<file path="src/rtl/adder_cla_pipe.sv">
// rtl/adder_cla_pipe.sv - two-stage pipelined carry-lookahead adder/subtractor
//
// Purpose:
//   WIDTH-bit adder/subtractor built from 4-bit lookahead groups.
//   Stage 1 registers per-group generate/propagate and both candidate group
//   sums (carry-in 0 and carry-in 1). Stage 2 resolves the inter-group carries
//   with a flattened second lookahead level, selects the group sums and
//   registers the result. Valid/ready handshake on both sides.
//
// Parameters:
//   WIDTH  operand/sum width, multiple of 4 in 4..64 (default 16)
//
// Ports:
//   clk_i        rising-edge clock
//   rst_i        asynchronous active-high reset
//   in_valid_i   operands valid
//   in_ready_o   operands can be accepted this cycle
//   a_i, b_i     operands
//   cin_i        carry in (ignored when sub_i=1)
//   sub_i        0: A+B+cin, 1: A-B
//   out_valid_o  result valid
//   out_ready_i  downstream accepts result
//   sum_o        result, modulo 2^WIDTH
//   cout_o       carry out of MSB (subtract: 1 = no borrow)
//   g_o, p_o     block-level generate / propagate for cascading
//   ovf_o        signed overflow, present only when ADDER_CLA_OVF_EN is defined
module adder_cla_pipe #(
  parameter int WIDTH = 16
) (
  input  logic             clk_i,
  input  logic             rst_i,
  input  logic             in_valid_i,
  output logic             in_ready_o,
  input  logic [WIDTH-1:0] a_i,
  input  logic [WIDTH-1:0] b_i,
  input  logic             cin_i,
  input  logic             sub_i,
  output logic             out_valid_o,
  input  logic             out_ready_i,
  output logic [WIDTH-1:0] sum_o,
  output logic             cout_o,
  output logic             g_o,
  output logic             p_o
`ifdef ADDER_CLA_OVF_EN
  ,
  output logic             ovf_o
`endif
);

  localparam int GROUPS = WIDTH / 4;

  if ((WIDTH % 4) != 0 || WIDTH < 4 || WIDTH > 64) begin : g_width_check
    $error("adder_cla_pipe: WIDTH must be a multiple of 4 in 4..64");
  end

  // Carries into each bit of a 4-bit group, given group carry-in ci.
  function automatic logic [3:0] grp_carry(input logic [3:0] g, input logic [3:0] p,
                                           input logic ci);
    logic [3:0] c;
    c[0] = ci;
    c[1] = g[0] | (p[0] & ci);
    c[2] = g[1] | (p[1] & g[0]) | (p[1] & p[0] & ci);
    c[3] = g[2] | (p[2] & g[1]) | (p[2] & p[1] & g[0]) | (p[2] & p[1] & p[0] & ci);
    return c;
  endfunction

  function automatic logic grp_gen(input logic [3:0] g, input logic [3:0] p);
    return g[3] | (p[3] & g[2]) | (p[3] & p[2] & g[1]) | (p[3] & p[2] & p[1] & g[0]);
  endfunction

  // Handshake
  logic rdy_q;
  logic v1_q;
  logic v2_q;
  logic s1_load;
  logic s2_load;
  logic in_xfer;

  // Stage 1
  logic [WIDTH-1:0]       bout_w;
  logic [WIDTH-1:0]       gen_w;
  logic [WIDTH-1:0]       prop_w;
  logic                   c0_d, c0_q;
  logic [GROUPS-1:0][3:0] s0_d, s0_q;
  logic [GROUPS-1:0][3:0] s1_d, s1_q;
  logic [GROUPS-1:0]      gg_d, gg_q;
  logic [GROUPS-1:0]      pp_d, pp_q;

  // Stage 2
  logic [GROUPS:0]        carry;
  logic                   blk_g;
  logic [WIDTH-1:0]       sum_d, sum_q;
  logic                   cout_d, cout_q;
  logic                   g_d, g_q;
  logic                   p_d, p_q;

`ifdef ADDER_CLA_OVF_EN
  logic                   pmsb_d, pmsb_q;
  logic                   ovf_d, ovf_q;
`endif

  assign s2_load    = !v2_q | out_ready_i;
  assign s1_load    = !v1_q | s2_load;
  // rdy_q keeps the input closed during reset and until the first edge after it.
  assign in_ready_o = rdy_q & s1_load;
  assign in_xfer    = in_valid_i & in_ready_o;

  assign bout_w = sub_i ? ~b_i : b_i;
  assign c0_d   = sub_i | cin_i;
  assign gen_w  = a_i & bout_w;
  assign prop_w = a_i ^ bout_w;

  always_comb begin
    s0_d = '0;
    s1_d = '0;
    gg_d = '0;
    pp_d = '0;
    for (int k = 0; k < GROUPS; k++) begin
      s0_d[k] = prop_w[4*k +: 4] ^ grp_carry(gen_w[4*k +: 4], prop_w[4*k +: 4], 1'b0);
      s1_d[k] = prop_w[4*k +: 4] ^ grp_carry(gen_w[4*k +: 4], prop_w[4*k +: 4], 1'b1);
      gg_d[k] = grp_gen(gen_w[4*k +: 4], prop_w[4*k +: 4]);
      pp_d[k] = &prop_w[4*k +: 4];
    end
  end

`ifdef ADDER_CLA_OVF_EN
  assign pmsb_d = prop_w[WIDTH-1];
`endif

  // Each group carry is a sum of products over the registered G/P terms, so no
  // carry depends on another computed carry.
  always_comb begin : s2_carry
    logic t;
    logic acc;
    carry = '0;
    blk_g = 1'b0;
    t     = 1'b0;
    acc   = 1'b0;
    for (int k = 0; k <= GROUPS; k++) begin
      acc = c0_q;
      for (int j = 0; j < k; j++) acc = acc & pp_q[j];
      for (int j = 0; j < k; j++) begin
        t = gg_q[j];
        for (int m = j + 1; m < k; m++) t = t & pp_q[m];
        acc = acc | t;
      end
      carry[k] = acc;
    end
    for (int j = 0; j < GROUPS; j++) begin
      t = gg_q[j];
      for (int m = j + 1; m < GROUPS; m++) t = t & pp_q[m];
      blk_g = blk_g | t;
    end
  end

  always_comb begin
    sum_d = '0;
    for (int k = 0; k < GROUPS; k++) begin
      sum_d[4*k +: 4] = carry[k] ? s1_q[k] : s0_q[k];
    end
  end

  assign cout_d = carry[GROUPS];
  assign g_d    = blk_g;
  assign p_d    = &pp_q;

`ifdef ADDER_CLA_OVF_EN
  // Carry into the MSB is recovered as sum_msb ^ p_msb.
  assign ovf_d = carry[GROUPS] ^ sum_d[WIDTH-1] ^ pmsb_q;
`endif

  always_ff @(posedge clk_i or posedge rst_i) begin
    if (rst_i) begin
      rdy_q  <= 1'b0;
      v1_q   <= 1'b0;
      v2_q   <= 1'b0;
      c0_q   <= 1'b0;
      s0_q   <= '0;
      s1_q   <= '0;
      gg_q   <= '0;
      pp_q   <= '0;
      sum_q  <= '0;
      cout_q <= 1'b0;
      g_q    <= 1'b0;
      p_q    <= 1'b0;
`ifdef ADDER_CLA_OVF_EN
      pmsb_q <= 1'b0;
      ovf_q  <= 1'b0;
`endif
    end else begin
      rdy_q <= 1'b1;
      if (s1_load) begin
        v1_q <= in_xfer;
        if (in_xfer) begin
          c0_q <= c0_d;
          s0_q <= s0_d;
          s1_q <= s1_d;
          gg_q <= gg_d;
          pp_q <= pp_d;
`ifdef ADDER_CLA_OVF_EN
          pmsb_q <= pmsb_d;
`endif
        end
      end
      if (s2_load) begin
        v2_q <= v1_q;
        // Data registers only move on a real item, so outputs keep their last value across bubbles.
        if (v1_q) begin
          sum_q  <= sum_d;
          cout_q <= cout_d;
          g_q    <= g_d;
          p_q    <= p_d;
`ifdef ADDER_CLA_OVF_EN
          ovf_q  <= ovf_d;
`endif
        end
      end
    end
  end

  assign out_valid_o = v2_q;
  assign sum_o       = sum_q;
  assign cout_o      = cout_q;
  assign g_o         = g_q;
  assign p_o         = p_q;
`ifdef ADDER_CLA_OVF_EN
  assign ovf_o       = ovf_q;
`endif

endmodule

</file>
<file path="config.mk">
export PLATFORM = sky130hd
export DESIGN_NAME = adder_cla_pipe
export DESIGN_NICKNAME = d
export VERILOG_FILES = /design/src/rtl/adder_cla_pipe.sv
export SDC_FILE = /design/constraint.sdc
export NUM_CORES = 1
export LEC_CHECK = 0
export ABC_AREA = 1
export CAP_MARGIN = 20
export CORE_UTILIZATION = 50
export CTS_BUF_LIST = sky130_fd_sc_hd__clkbuf_8
export DETAILED_ROUTE_END_ITERATION = 10
export PLACE_DENSITY = 0.8
export SLEW_MARGIN = 10
export SYNTH_ARGS = -nofsm -noshare
export SYNTH_HDL_FRONTEND = slang
export SYNTH_SLANG_ARGS = --single-unit
</file>
<file path="constraint.sdc">
create_clock -name clk_i -period 3.2 [get_ports clk_i]
set_input_delay 0.32 -clock clk_i [delete_from_list [all_inputs] [get_ports clk_i]]
set_output_delay 0.32 -clock clk_i [all_outputs]
set_load 0.05 [all_outputs]
</file>
# Word level (Yosys, flattened, before mapping)
# Cells that the tools add are included.
# classes
mux	5
n_bitwise	119
reduce_logical	9
# op_table
operator	n
$and A1 B1 Y1	56
$or A1 B1 Y1	52
$xor A4 B4 Y4	8
$reduce_and A4 Y1	5
$and A16 B16 Y16	1
$mux W16	1
$mux W4	4
$not A16 Y16	1
$xor A16 B16 Y16	1
$reduce_and A2 Y1	2
$logic_not A1 Y1	2
# word_totals
reg_bits	63
output_inout_bits	21

# Longest topological paths before layout
# Gate-level depths: netlist (run 1).
# depth
ltp_word	8
depth_mapped	11

# Worst setup path before layout (run 1)
# No wires, ideal clock.
# synth_path
path_kind	input-to-reg
startpoint	input port sub_i
endpoint	register s1_q[10] (netlist bit)
t_arrival_ps	1772
required_ps	3074
slack_ps	1302
path_stages	9
path_buffers	1
cell_sequence	buf_2 > xnor2_1 > inv_1 > ha_1 > fa_1 > xnor2_1 > nand2_1 > nand3_1 > o21ai_0
# synth_via
elab_chain_cells	6
elab_cells_between_ends	8
classes_between	mux (1); bitwise (7)
# synth_rtl
item	line	source
start: declaration	37	input logic sub_i,
$mux W16 (*)	108	assign bout_w = sub_i ? ~b_i : b_i;
$xor A16 B16 Y16 / $and A16 B16 Y16 (equally long branches)	111, 110	
$and A1 B1 Y1	62	c[2] = g[1] | (p[1] & g[0]) | (p[1] & p[0] & ci);
$or A1 B1 Y1 (2 in a row)	62	
$xor A4 B4 Y4 (*)	120	s1_d[k] = prop_w[4*k +: 4] ^ grp_carry(gen_w[4*k +: 4], prop_w[4*k +: 4], 1'b1);
end signal: assignment	179	s1_q <= '0;
end signal: assignment	197	s1_q <= s1_d;
end: declaration	85	logic [GROUPS-1:0][3:0] s1_d, s1_q;
# Every way passes the cells marked *; elsewhere a longest branch is shown, timed or not.
# A chain may end at the register's enable or synchronous reset.

# Worst setup path after layout (run 1)
# Ends and elaborated chain as after synthesis.

==> impl_metrics.xml, run 1 <==
<?xml version="1.0" encoding="UTF-8"?>
<metrics>
  <group name="global_route">
    <metric name="grt_start_max_net_pins" unit="">44</metric>
    <metric name="grt.total_usage" unit="%">21.3</metric>
    <metric name="global_route_wire_length_before_repair" unit="um">12300</metric>
    <metric name="grt-ovfl-total" unit="">0</metric>
    <metric name="antenna_violations_before_repair" unit="">0</metric>
    <metric name="grt_pass1_vias" unit="">2865</metric>
  </group>
  <group name="clocking">
    <metric name="clock_tree.buffer_depth" unit="">2</metric>
    <metric name="clk_transition_reported_paths" unit="ps">70</metric>
    <metric name="postCtsSetupBuffers" unit="">0</metric>
    <metric name="root_buffer" unit="">sky130_fd_sc_hd__clkbuf_8</metric>
    <metric name="cts_resized" unit="">0</metric>
    <metric name="quantity_of_hold_fixing_buffers_added_after_cts" unit="">0</metric>
    <metric name="cts_max_level" unit="">3</metric>
    <metric name="cts_buffers" unit="">9</metric>
    <metric name="clkSinkCount" unit="">63</metric>
    <metric name="skew_pair_late_insertion_delay" unit="ps">350</metric>
    <metric name="tritoncts" unit="">done</metric>
  </group>
  <group name="timing">
    <metric name="fmax" unit="GHz">0.415</metric>
    <metric name="report.final.setup_viol" unit="">0</metric>
    <metric name="fin_crit_sh" unit="%">75.2</metric>
    <metric name="timing.final.max_slew_violations" unit="">0</metric>
    <metric name="finalHoldViolations" unit="">0</metric>
    <metric name="clock_skew" unit="ps">7.29</metric>
    <metric name="timing.max_slew.rel_slack" unit="%">60.9</metric>
    <metric name="timing_worst_slew_pin_value" unit="ps">584</metric>
    <metric name="final.min_clock_period" unit="ps">2410</metric>
    <metric name="totalNegativeSetupSlack" unit="ps">0</metric>
    <metric name="grt_setup_unrepaired" unit="">false</metric>
  </group>
  <group name="drt">
    <metric name="avgRoutedWirePerCell" unit="um">12.7</metric>
    <metric name="routedLengthMet1" unit="um">3110</metric>
    <metric name="ant_nets_after_route" unit="">0</metric>
    <metric name="drt-total-wl" unit="um">7190</metric>
    <metric name="topRoutingLayerUsed" unit="">met4</metric>
    <metric name="wl_met2" unit="um">3680</metric>
    <metric name="avgViaCountPerCell" unit="">5.12</metric>
    <metric name="route.vias.total" unit="">2889</metric>
    <metric name="met3_wirelength" unit="um">266</metric>
    <metric name="detailedRoute.firstIterationViolations" unit="">197</metric>
    <metric name="drt-pass1-iter-count" unit="">5</metric>
    <metric name="drc_errors" unit="">0</metric>
  </group>
  <group name="yosys">
    <metric name="synthDominantAreaCellType" unit="">sky130_fd_sc_hd__dfrtp_1</metric>
    <metric name="synthesis.area" unit="um^2">3540</metric>
    <metric name="synth.avg_cell_area" unit="um^2">8.77</metric>
    <metric name="mappedNetlistNets" unit="">466</metric>
    <metric name="seq_total_area_yosys" unit="%">44.5</metric>
    <metric name="postSynth.topFlopCell" unit="">sky130_fd_sc_hd__dfrtp_1</metric>
    <metric name="async_s_r_ff_share_synth" unit="%">100</metric>
    <metric name="synthCells" unit="">404</metric>
    <metric name="synth_cell_type_count" unit="">30</metric>
    <metric name="synth_enable_flop_cells" unit="">0</metric>
    <metric name="yosys_warnings" unit="">0</metric>
    <metric name="synthTopCellsByArea" unit="">sky130_fd_sc_hd__dfrtp_1 (44%), sky130_fd_sc_hd__nand2_1 (12%), sky130_fd_sc_hd__ha_1 (7.1%)</metric>
    <metric name="ys_ff_latch" unit="">63</metric>
    <metric name="yosys-top-cells-count" unit="">sky130_fd_sc_hd__nand2_1 (112), sky130_fd_sc_hd__dfrtp_1 (63), sky130_fd_sc_hd__inv_1 (35), sky130_fd_sc_hd__nand3_1 (29), sky130_fd_sc_hd__nor2_1 (21)</metric>
    <metric name="synth_top_area_share" unit="%">44.5</metric>
    <metric name="synth_most_common_cell" unit="">sky130_fd_sc_hd__nand2_1</metric>
  </group>
  <group name="finish">
    <metric name="num-nets-final" unit="">526</metric>
    <metric name="register_area" unit="um^2">1580</metric>
    <metric name="final_layout_size_suffix_gt1_share" unit="%">9.19</metric>
    <metric name="antenna_cells_inserted" unit="">0</metric>
    <metric name="layout.core_utilization" unit="%">64.1</metric>
    <metric name="multiInputGateArea" unit="um^2">1710</metric>
    <metric name="fillerInstances" unit="">584</metric>
    <metric name="areaGrowthSynthToFinish" unit="%">23.5</metric>
  </group>
  <group name="die">
    <metric name="floorplan.die.width" unit="um">86.2</metric>
    <metric name="i_o_pins" unit="">59</metric>
    <metric name="initial_utilization" unit="%">51.9</metric>
    <metric name="placeableCoreArea" unit="um^2">6830</metric>
    <metric name="fp.dieH" unit="um">86.2</metric>
    <metric name="placementRows" unit="">30</metric>
    <metric name="fp.dieArea" unit="um^2">7430</metric>
  </group>
  <group name="worst_setup_path">
    <metric name="crit_path_end_kind" unit="">flop</metric>
    <metric name="reg2reg_from" unit="">v1_q</metric>
    <metric name="critical_path_peak_fanout" unit="">10</metric>
    <metric name="crit_path_start" unit="">sub_i</metric>
    <metric name="worst_ep_required_time" unit="ps">3400</metric>
    <metric name="worstSetupStartpointType" unit="">input port</metric>
    <metric name="cp.arrival" unit="ps">2610</metric>
    <metric name="setup.worst_path.class" unit="">in -&gt; reg</metric>
  </group>
  <group name="place">
    <metric name="dp_hpwl" unit="um">5250</metric>
    <metric name="place.port_buffers" unit="">58</metric>
    <metric name="finalWeightedCongestion" unit="">0.825</metric>
  </group>
  <group name="pwr">
    <metric name="power_leakage" unit="nW">2.13</metric>
    <metric name="ir_drop" unit="uV">267</metric>
    <metric name="power_density" unit="nW/um^2">671</metric>
  </group>
  <group name="hold_path">
    <metric name="hold_class" unit="">in -&gt; async</metric>
  </group>
  <group name="status">
    <metric name="outcome" unit="">completed</metric>
  </group>
  <group name="job">
    <metric name="timing.max_cap.violations" unit="">0</metric>
  </group>
</metrics>
-- through the flow --
step | setup WS [ps] | total power (W) | cell area (um^2) | hold WS [ps] | instances
floorplan | 1300 | 0.00187 | 3540 | 437 | 404
global placement | 535 | 0.00217 | 4170 | 449 | 549
detailed placement | 401 | 0.00220 | 4170 | 464 | 549
CTS | 764 | 0.00295 | 4380 | 351 | 564
global route | 615 | 0.00309 | 4380 | 390 | 564
finish | 793 | 0.00294 | 4380 | 334 | 564
-- logic make-up (layout without fill, tap and decap cells) --
logic type / Yosys count / after routing / share of synthesized area, %
other: 1 / 1 / 0.106
DFF: 63 / 63 / 44.5
adders and majority gates: 24 / 24 / 9.32
xor gates and xnor gates: 24 / 24 / 5.93
AOI/OAI and AO/OA: 63 / 63 / 10.8
buffers and inverters: 50 / 114 / 7.17
and+or+nand+nor: 179 / 179 / 22.2
-- per-layer routing --
| layer | vias to the layer above | track usage, % |
|---|---|---|
| met5 | - | 0 |
| met4 | 0 | 10.8 |
| met1 | 1380 | 25.6 |
| met2 | 64 | 37.2 |
| met3 | 13 | 3.05 |
| li1 | 1432 | - |
-- placed cells by master (no fill, tap or decap), types with 3 or more instances in the layout --
cell type and count:
sky130_fd_sc_hd__o21ai_0 18, sky130_fd_sc_hd__nor2_1 21, sky130_fd_sc_hd__nand4_1 9, sky130_fd_sc_hd__a21oi_1 14
sky130_fd_sc_hd__a21oi_2 4, sky130_fd_sc_hd__dfrtp_1 63, sky130_fd_sc_hd__buf_4 4, sky130_fd_sc_hd__clkbuf_8 10
sky130_fd_sc_hd__nand3_2 3, sky130_fd_sc_hd__xor2_1 17, sky130_fd_sc_hd__xnor2_1 7, sky130_fd_sc_hd__ha_1 20
sky130_fd_sc_hd__fa_1 4, sky130_fd_sc_hd__nand2_1 112, sky130_fd_sc_hd__a31oi_1 5, sky130_fd_sc_hd__o21ai_2 10
sky130_fd_sc_hd__inv_1 35, sky130_fd_sc_hd__nand3_1 29, sky130_fd_sc_hd__clkdlybuf4s50_1 58, sky130_fd_sc_hd__o21ai_1 8
-- worst max-delay path, cell delays in order --
cell and delay (ps):
sky130_fd_sc_hd__clkdlybuf4s50_1 710, sky130_fd_sc_hd__xnor2_1 340, sky130_fd_sc_hd__inv_1 80, sky130_fd_sc_hd__ha_1 220, sky130_fd_sc_hd__fa_1 440, sky130_fd_sc_hd__xnor2_1 250, sky130_fd_sc_hd__nand2_1 80, sky130_fd_sc_hd__nand3_1 80
sky130_fd_sc_hd__o21ai_0 100
-- power breakdown --
group / internal (W) / leakage [nW] / switching, W
Sequential: 0.000993 / 0.763 / 0.000117
Clock: 0.000450 / 0.113 / 0.000299
Combinational: 0.000391 / 1.25 / 0.000687
Total: 0.00183 / 2.13 / 0.00110
-- path summary, 6_finish.rpt --
kind / endpoint / slack, ps / cells past startpoint
setup / recovery: s1_q[10] / 790 / 9
min in group clk_i: sum_o[13] / 480 / 2
hold / removal: sum_o[8] / 330 / 3
setup reg to reg: s1_q[15] / 1550 / 7
hold reg to reg: sum_o[13] / 480 / 2
max in group asynchronous: c0_q / 2420 / 3
-- registers in the layout, summed over array words and instances, names as in the netlist --
name and flops:
s0_q 16, s1_q 16, sum_o 16, gg_q 4, pp_q 4, c0_q 1, cout_o 1, g_o 1
out_valid_o 1, p_o 1, rdy_q 1, v1_q 1
-- layout make-up --
class,count,share of cell area [%]
timing repair buffer,62,14.0
inverter,37,3.29
clock inverter,5,1.69
tap,96,2.74
sequential,63,36.0
multi-input combinational,291,39.2
clock buffer,10,3.14
No activity file was read; power rests on OpenSTA's default activity.
==> run 2: changes to the inputs <==
PLACE_DENSITY = 0.83   (was 0.8)
clock period = 2.2 ns   (was 3.2 ns; I/O delays follow)
==> run 2 against run 1 <==
Net effect:
- via count grew 2.6%
- critical path type unchanged
- first-iteration DRC count increased by 1.5%
- flip-flop and latch count did not move
- sequential share of layout area fell by 0.99 points
- clock skew down 1.5 ps
- highest routed layer unchanged
- clock power is 29% higher
- combinational power increased by 51%
==> impl_metrics.xml, run 2 (synthesized netlist as in run 1, its figures left out) <==
<?xml version="1.0" encoding="UTF-8"?>
<metrics>
  <group name="clocking">
    <metric name="clock_tree.buffer_depth" unit="">2</metric>
    <metric name="tritoncts" unit="">done</metric>
    <metric name="cts_resized" unit="">0</metric>
    <metric name="root_buffer" unit="">sky130_fd_sc_hd__clkbuf_8</metric>
    <metric name="quantity_of_hold_fixing_buffers_added_after_cts" unit="">0</metric>
    <metric name="skew_pair_late_insertion_delay" unit="ps">340</metric>
    <metric name="cts_buffers" unit="">9</metric>
    <metric name="postCtsSetupBuffers" unit="">0</metric>
    <metric name="clk_transition_reported_paths" unit="ps">60</metric>
    <metric name="clkSinkCount" unit="">63</metric>
    <metric name="cts_max_level" unit="">3</metric>
  </group>
  <group name="die">
    <metric name="placementRows" unit="">30</metric>
    <metric name="placeableCoreArea" unit="um^2">6830</metric>
    <metric name="floorplan.die.width" unit="um">86.2</metric>
    <metric name="fp.dieArea" unit="um^2">7430</metric>
    <metric name="initial_utilization" unit="%">51.9</metric>
    <metric name="i_o_pins" unit="">59</metric>
    <metric name="fp.dieH" unit="um">86.2</metric>
  </group>
  <group name="timing">
    <metric name="clock_skew" unit="ps">5.81</metric>
    <metric name="fin_crit_sh" unit="%">90.6</metric>
    <metric name="timing.final.max_slew_violations" unit="">0</metric>
    <metric name="hold-worst-slack" unit="ps">260</metric>
    <metric name="timing.max_slew.rel_slack" unit="%">66.7</metric>
    <metric name="fmax" unit="GHz">0.502</metric>
    <metric name="finalHoldViolations" unit="">0</metric>
    <metric name="report.final.setup_viol" unit="">0</metric>
    <metric name="timing_worst_slew_pin_value" unit="ps">498</metric>
    <metric name="final.min_clock_period" unit="ps">1990</metric>
    <metric name="grt_setup_unrepaired" unit="">false</metric>
  </group>
  <group name="place">
    <metric name="finalWeightedCongestion" unit="">0.853</metric>
    <metric name="place_inst" unit="">567</metric>
    <metric name="place.port_buffers" unit="">58</metric>
    <metric name="dp_hpwl" unit="um">5510</metric>
  </group>
  <group name="worst_setup_path">
    <metric name="critical_path.max_stage_delay" unit="ps">440</metric>
    <metric name="worstPathCellList" unit="">clkdlybuf4s50_1 -&gt; buf_4 -&gt; xnor2_1 -&gt; inv_1 -&gt; ha_1 -&gt; fa_1 -&gt; xor2_1 -&gt; o21ai_0 -&gt; o21ai_2</metric>
    <metric name="crit_path_end_kind" unit="">flop</metric>
    <metric name="worst_r2r_path_depth" unit="">5</metric>
    <metric name="cp_slowest_cell" unit="">sky130_fd_sc_hd__fa_1</metric>
    <metric name="regToRegEndpoint" unit="">sum_o[4]</metric>
    <metric name="crit_path_start" unit="">sub_i</metric>
    <metric name="worstSetupEndpoint" unit="">s1_q[6]</metric>
    <metric name="setup.worst_path.class" unit="">in -&gt; reg</metric>
    <metric name="worst-r2r-setup-slack" unit="ps">750</metric>
    <metric name="critical_path_peak_fanout" unit="">4</metric>
    <metric name="cp.arrival" unit="ps">2220</metric>
    <metric name="worst_ep_required_time" unit="ps">2420</metric>
    <metric name="worstSetupStartpointType" unit="">input port</metric>
    <metric name="reg2reg_from" unit="">out_valid_o</metric>
  </group>
  <group name="global_route">
    <metric name="grt.total_usage" unit="%">22.0</metric>
    <metric name="antenna_violations_before_repair" unit="">0</metric>
    <metric name="grt_pass1_vias" unit="">2824</metric>
    <metric name="grt_start_max_net_pins" unit="">64</metric>
    <metric name="grt-ovfl-total" unit="">0</metric>
    <metric name="global_route_wire_length_before_repair" unit="um">12500</metric>
  </group>
  <group name="finish">
    <metric name="layout.cells.most_common_list" unit="">sky130_fd_sc_hd__nand2_1 (112), sky130_fd_sc_hd__dfrtp_1 (63), sky130_fd_sc_hd__clkdlybuf4s50_1 (57), sky130_fd_sc_hd__inv_1 (36), sky130_fd_sc_hd__nand3_1 (29)</metric>
    <metric name="final-instance-count-excl-fill" unit="">583</metric>
    <metric name="antenna_cells_inserted" unit="">0</metric>
    <metric name="final_common_cell" unit="">sky130_fd_sc_hd__nand2_1</metric>
    <metric name="final_layout_size_suffix_gt1_share" unit="%">12.7</metric>
    <metric name="areaGrowthSynthToFinish" unit="%">27.0</metric>
    <metric name="num-nets-final" unit="">544</metric>
  </group>
  <group name="job">
    <metric name="timing.max_cap.violations" unit="">0</metric>
  </group>
  <group name="pwr">
    <metric name="power_leakage" unit="nW">2.21</metric>
    <metric name="ir_drop" unit="uV">417</metric>
    <metric name="power_density" unit="nW/um^2">938</metric>
  </group>
  <group name="hold_path">
    <metric name="hold_class" unit="">in -&gt; async</metric>
  </group>
  <group name="drt">
    <metric name="drt-pass1-iter-count" unit="">4</metric>
    <metric name="avgViaCountPerCell" unit="">5.08</metric>
    <metric name="avgRoutedWirePerCell" unit="um">12.8</metric>
    <metric name="ant_nets_after_route" unit="">0</metric>
    <metric name="drt-total-wl" unit="um">7440</metric>
    <metric name="route.vias.total" unit="">2964</metric>
    <metric name="detailedRoute.firstIterationViolations" unit="">200</metric>
    <metric name="drc_errors" unit="">0</metric>
  </group>
  <group name="status">
    <metric name="outcome" unit="">completed</metric>
  </group>
</metrics>
-- run 2: worst min-delay path by stage --
stage,start,end,slack (ps),cells after the start
6_report,rst_i,sum_o[9],260,3
3_5_place_dp,s0_q[9],s0_q[9],460,2
3_3_place_gp,s0_q[9],s0_q[9],450,2
4_1_cts,rst_i,sum_o[11],260,3
5_1_grt,rst_i,v1_q,290,3
2_1_floorplan,cin_i,c0_q,360,2
-- run 2: worst max-delay path: cells and delay by family --
kind	cells	cell delay [ps]
fa+ha+maj	2	660
xor+xnor	2	380
buf+inv	3	660
compound gates	2	300
-- run 2: area by class of cell --
class | count | area (um^2)
Clock buffer | 10 | 138
Clock inverter | 6 | 52.6
Fill cell | 567 | 2330
Inverter | 37 | 144
Multi-Input combinational cell | 291 | 1710
Sequential cell | 63 | 1580
Tap cell | 96 | 120
Timing Repair Buffer | 80 | 756
-- run 2: power by group --
| part | internal [W] | total, W | switching [W] | leakage (nW) |
|---|---|---|---|---|
| logic | 0.000614 | 0.00163 | 0.00102 | 1.34 |
| registers | 0.00144 | 0.00162 | 0.000178 | 0.763 |
| clock network | 0.000539 | 0.000967 | 0.000428 | 0.108 |
-- run 2: per-layer routing --
metal / track usage, % / up-vias / wire length (um)
li1: - / 1465 / -
met1: 26.5 / 1411 / 3170
met2: 37.5 / 75 / 3790
met3: 6.10 / 13 / 370
met4: 8.64 / 0 / 111
met5: 0 / - / 0
-- run 2: stage by stage --
stage / instance area, um^2 / setup WS (ps) / TNS, ps / utilization [%] / power [W]
after global placement: 4310 / -36.9 / -106 / 63.1 / 0.00320
after detailed placement: 4310 / -162 / -693 / 63.1 / 0.00327
after global routing: 4500 / 122 / 0 / 65.9 / 0.00447
after floorplan: 3540 / 402 / 0 / - / 0.00272
final: 4500 / 206 / 0 / 65.9 / 0.00422
after CTS: 4500 / 205 / 0 / 65.9 / 0.00424
==> run 3: changes to the inputs <==
ABC_AREA = default   (was 1)
CORE_MARGIN = 2   (was default)
CORE_UTILIZATION = 49   (was 50)
PLACE_DENSITY = 0.82   (was 0.83)
==> run 3 against run 2 <==
Net effect:
- first-iteration DRC count is 15% lower
- core utilization is 0.71 points higher
- cell count is 12% lower
- via count is 12% lower
- register-to-register slack worse by 340 ps
- clock power is 24% higher
- setup slack better by 53 ps
- cell area is 1.1% lower
- sequential share of layout area is 0.40 points higher
- sequential power hardly changed
- synthesized cell count is 15% lower
- flip-flop and latch count stayed put
- highest routed layer unchanged
- critical endpoint is now s1_q[15]
==> impl_metrics.xml, run 3 <==
<?xml version="1.0" encoding="UTF-8"?>
<metrics>
  <group name="timing">
    <metric name="clock_skew" unit="ps">7.18</metric>
    <metric name="timing.max_slew.rel_slack" unit="%">60.7</metric>
    <metric name="finalHoldViolations" unit="">0</metric>
    <metric name="timing_worst_slew_pin_value" unit="ps">589</metric>
    <metric name="final.min_clock_period" unit="ps">1940</metric>
    <metric name="totalNegativeSetupSlack" unit="ps">0</metric>
    <metric name="fmax" unit="GHz">0.515</metric>
    <metric name="grt_setup_unrepaired" unit="">false</metric>
    <metric name="fin_crit_sh" unit="%">88.2</metric>
    <metric name="timing.final.max_slew_violations" unit="">0</metric>
    <metric name="report.final.setup_viol" unit="">0</metric>
  </group>
  <group name="yosys">
    <metric name="synth_top_family_by_area" unit="">simple AND/OR/NAND/NOR gates</metric>
    <metric name="synthDominantAreaCellType" unit="">sky130_fd_sc_hd__dfrtp_1</metric>
    <metric name="async_s_r_ff_share_synth" unit="%">100</metric>
    <metric name="synthesis.area" unit="um^2">3340</metric>
    <metric name="yosys-top-cells-count" unit="">sky130_fd_sc_hd__nand2_1 (79), sky130_fd_sc_hd__dfrtp_1 (63), sky130_fd_sc_hd__o21ai_0 (37), sky130_fd_sc_hd__xor2_1 (28), sky130_fd_sc_hd__ha_1 (20)</metric>
    <metric name="synth_top_area_share" unit="%">47.2</metric>
    <metric name="synthCells" unit="">343</metric>
    <metric name="synth_most_common_cell" unit="">sky130_fd_sc_hd__nand2_1</metric>
    <metric name="synth_compound_area_share" unit="%">13.3</metric>
    <metric name="adder_cell_share_of_the_synthesized_area" unit="%">9.88</metric>
    <metric name="yosys.area_share.simple" unit="%">13.5</metric>
    <metric name="synth.area.mux_share" unit="%">3.59</metric>
    <metric name="seq_total_area_yosys" unit="%">47.2</metric>
    <metric name="yosys_warnings" unit="">0</metric>
    <metric name="synth_xor_xnor_area_share" unit="%">9.43</metric>
    <metric name="synthTopCellsByArea" unit="">sky130_fd_sc_hd__dfrtp_1 (47%), sky130_fd_sc_hd__nand2_1 (8.9%), sky130_fd_sc_hd__ha_1 (7.5%)</metric>
    <metric name="postSynth.topFlopCell" unit="">sky130_fd_sc_hd__dfrtp_1</metric>
    <metric name="mappedNetlistNets" unit="">405</metric>
    <metric name="synth_cell_type_count" unit="">29</metric>
    <metric name="ys_ff_latch" unit="">63</metric>
    <metric name="synth.avg_cell_area" unit="um^2">9.74</metric>
    <metric name="synth_enable_flop_cells" unit="">0</metric>
  </group>
  <group name="die">
    <metric name="initial_utilization" unit="%">50.0</metric>
    <metric name="fp.dieH" unit="um">86.6</metric>
    <metric name="placementRows" unit="">30</metric>
    <metric name="placeableCoreArea" unit="um^2">6680</metric>
    <metric name="fp.dieArea" unit="um^2">7500</metric>
    <metric name="i_o_pins" unit="">59</metric>
    <metric name="floorplan.die.width" unit="um">86.6</metric>
  </group>
  <group name="finish">
    <metric name="antenna_cells_inserted" unit="">0</metric>
    <metric name="areaGrowthSynthToFinish" unit="%">33.1</metric>
    <metric name="final-instance-count-excl-fill" unit="">512</metric>
    <metric name="layout.cells.most_common_list" unit="">sky130_fd_sc_hd__nand2_1 (79), sky130_fd_sc_hd__dfrtp_1 (63), sky130_fd_sc_hd__clkdlybuf4s50_1 (57), sky130_fd_sc_hd__o21ai_0 (37), sky130_fd_sc_hd__buf_4 (29)</metric>
    <metric name="layout.core_utilization" unit="%">66.6</metric>
    <metric name="final_layout_size_suffix_gt1_share" unit="%">11.3</metric>
    <metric name="num-nets-final" unit="">489</metric>
    <metric name="final_common_cell" unit="">sky130_fd_sc_hd__nand2_1</metric>
    <metric name="fillerInstances" unit="">538</metric>
    <metric name="layout.cell_area.non_filler" unit="um^2">4450</metric>
  </group>
  <group name="global_route">
    <metric name="grt-ovfl-total" unit="">0</metric>
    <metric name="grt_pass1_vias" unit="">2620</metric>
    <metric name="antenna_violations_before_repair" unit="">0</metric>
    <metric name="global_route_wire_length_before_repair" unit="um">12000</metric>
    <metric name="grt_start_max_net_pins" unit="">67</metric>
    <metric name="grt.total_usage" unit="%">20.7</metric>
  </group>
  <group name="worst_setup_path">
    <metric name="crit_path_end_kind" unit="">flop</metric>
    <metric name="worst-r2r-setup-slack" unit="ps">410</metric>
    <metric name="setup.worst_path.class" unit="">in -&gt; reg</metric>
    <metric name="worstSetupStartpointType" unit="">input port</metric>
    <metric name="worst_ep_required_time" unit="ps">2410</metric>
    <metric name="cp.arrival" unit="ps">2150</metric>
    <metric name="critical_path_peak_fanout" unit="">7</metric>
  </group>
  <group name="drt">
    <metric name="route.vias.total" unit="">2616</metric>
    <metric name="avgRoutedWirePerCell" unit="um">13.8</metric>
    <metric name="detailedRoute.firstIterationViolations" unit="">170</metric>
    <metric name="ant_nets_after_route" unit="">0</metric>
    <metric name="avgViaCountPerCell" unit="">5.11</metric>
    <metric name="drc_errors" unit="">0</metric>
    <metric name="drt-total-wl" unit="um">7090</metric>
    <metric name="drt-pass1-iter-count" unit="">4</metric>
  </group>
  <group name="job">
    <metric name="timing.max_cap.violations" unit="">0</metric>
  </group>
  <group name="place">
    <metric name="finalWeightedCongestion" unit="">0.800</metric>
    <metric name="place.port_buffers" unit="">58</metric>
    <metric name="dp_hpwl" unit="um">5270</metric>
    <metric name="detailed_place.area" unit="um^2">4210</metric>
    <metric name="place_inst" unit="">496</metric>
  </group>
  <group name="clocking">
    <metric name="postCtsSetupBuffers" unit="">0</metric>
    <metric name="skew_pair_late_insertion_delay" unit="ps">340</metric>
    <metric name="root_buffer" unit="">sky130_fd_sc_hd__clkbuf_8</metric>
    <metric name="cts_resized" unit="">0</metric>
    <metric name="clk_transition_reported_paths" unit="ps">70</metric>
    <metric name="clock_tree.buffer_depth" unit="">2</metric>
    <metric name="cts_max_level" unit="">3</metric>
    <metric name="clkSinkCount" unit="">63</metric>
    <metric name="tritoncts" unit="">done</metric>
    <metric name="cts_buffers" unit="">9</metric>
    <metric name="quantity_of_hold_fixing_buffers_added_after_cts" unit="">0</metric>
  </group>
  <group name="pwr">
    <metric name="ir_drop" unit="uV">398</metric>
    <metric name="design_power_total" unit="W">0.00448</metric>
    <metric name="power_density" unit="nW/um^2">1010</metric>
    <metric name="power_leakage" unit="nW">2.19</metric>
  </group>
  <group name="status">
    <metric name="outcome" unit="">completed</metric>
  </group>
  <group name="hold_path">
    <metric name="hold_class" unit="">in -&gt; async</metric>
  </group>
</metrics>
==> run 3: cell count changes in the layout (fill, tap and decap cells not counted), sizes merged, moves of 3 or more <==
cell    previous run  this run
a211oi             0         4
a21o               0         9
and2               0         3
and3               0         5
buf               23        31
clkinv             3         0
inv               39        12
mux2i              0        12
nand2            115        79
nand2b             0         3
nand3             32         5
nand4              9         1
nor2              23        11
xor2              17        28
==> run 3: cell type report <==
class	instances	area (um^2)	share of cell area (%)
sequential	63	1580	35.4
timing repair buffer	88	828	18.6
clock buffer	10	138	3.09
tap	80	100	2.25
inverter	9	33.8	0.759
multi-input combinational	256	1670	37.6
clock inverter	6	101	2.28
==> run 3: cells by family after synthesis <==
kind of cell,Yosys count
simple gates,109
compound gates,74
flops,63
xor+xnor,36
fa+ha+maj,24
buf+inv,24
mux,12
other cells,1
==> run 3: metal layers <==
layer  track usage, %  up-vias  share of wire, %
met5                0        -                 0
met4             7.67        0               1.8
met2             32.0       68                47
met1             28.6     1227                46
met3             4.76       10               4.7
li1                 -     1311                 -
==> run 3: critical path, stage by stage <==
cell,delay [ps]
sky130_fd_sc_hd__clkdlybuf4s50_1,470
sky130_fd_sc_hd__buf_4,170
sky130_fd_sc_hd__xor2_1,190
sky130_fd_sc_hd__inv_1,60
sky130_fd_sc_hd__ha_1,300
sky130_fd_sc_hd__and3_1,210
sky130_fd_sc_hd__a211oi_1,270
sky130_fd_sc_hd__xor2_1,170
sky130_fd_sc_hd__o21ai_0,100
==> run 3: power breakdown <==
part | internal [W] | switching (W)
Combinational | 0.000664 | 0.000972
Sequential | 0.00145 | 0.000192
Clock | 0.000771 | 0.000426
==> run 3: path summary, 6_finish.rpt <==
check,startpoint,end,cells after the start
max in group asynchronous,rst_i,s0_q[3],3
min,rst_i,s1_q[9],2
min reg2reg,sum_o[11],sum_o[11],2
min in group clk_i,sum_o[11],sum_o[11],2
max,sub_i,s1_q[15],9
max reg2reg,c0_q,sum_o[12],4
==> run 3: per-stage QoR <==
stage	setup WS (ps)	hold slack, ps
floorplan	47.1	358
finish	260	133
global route	133	176
CTS	259	121
global placement	-3.73	458
detailed placement	-85.1	469
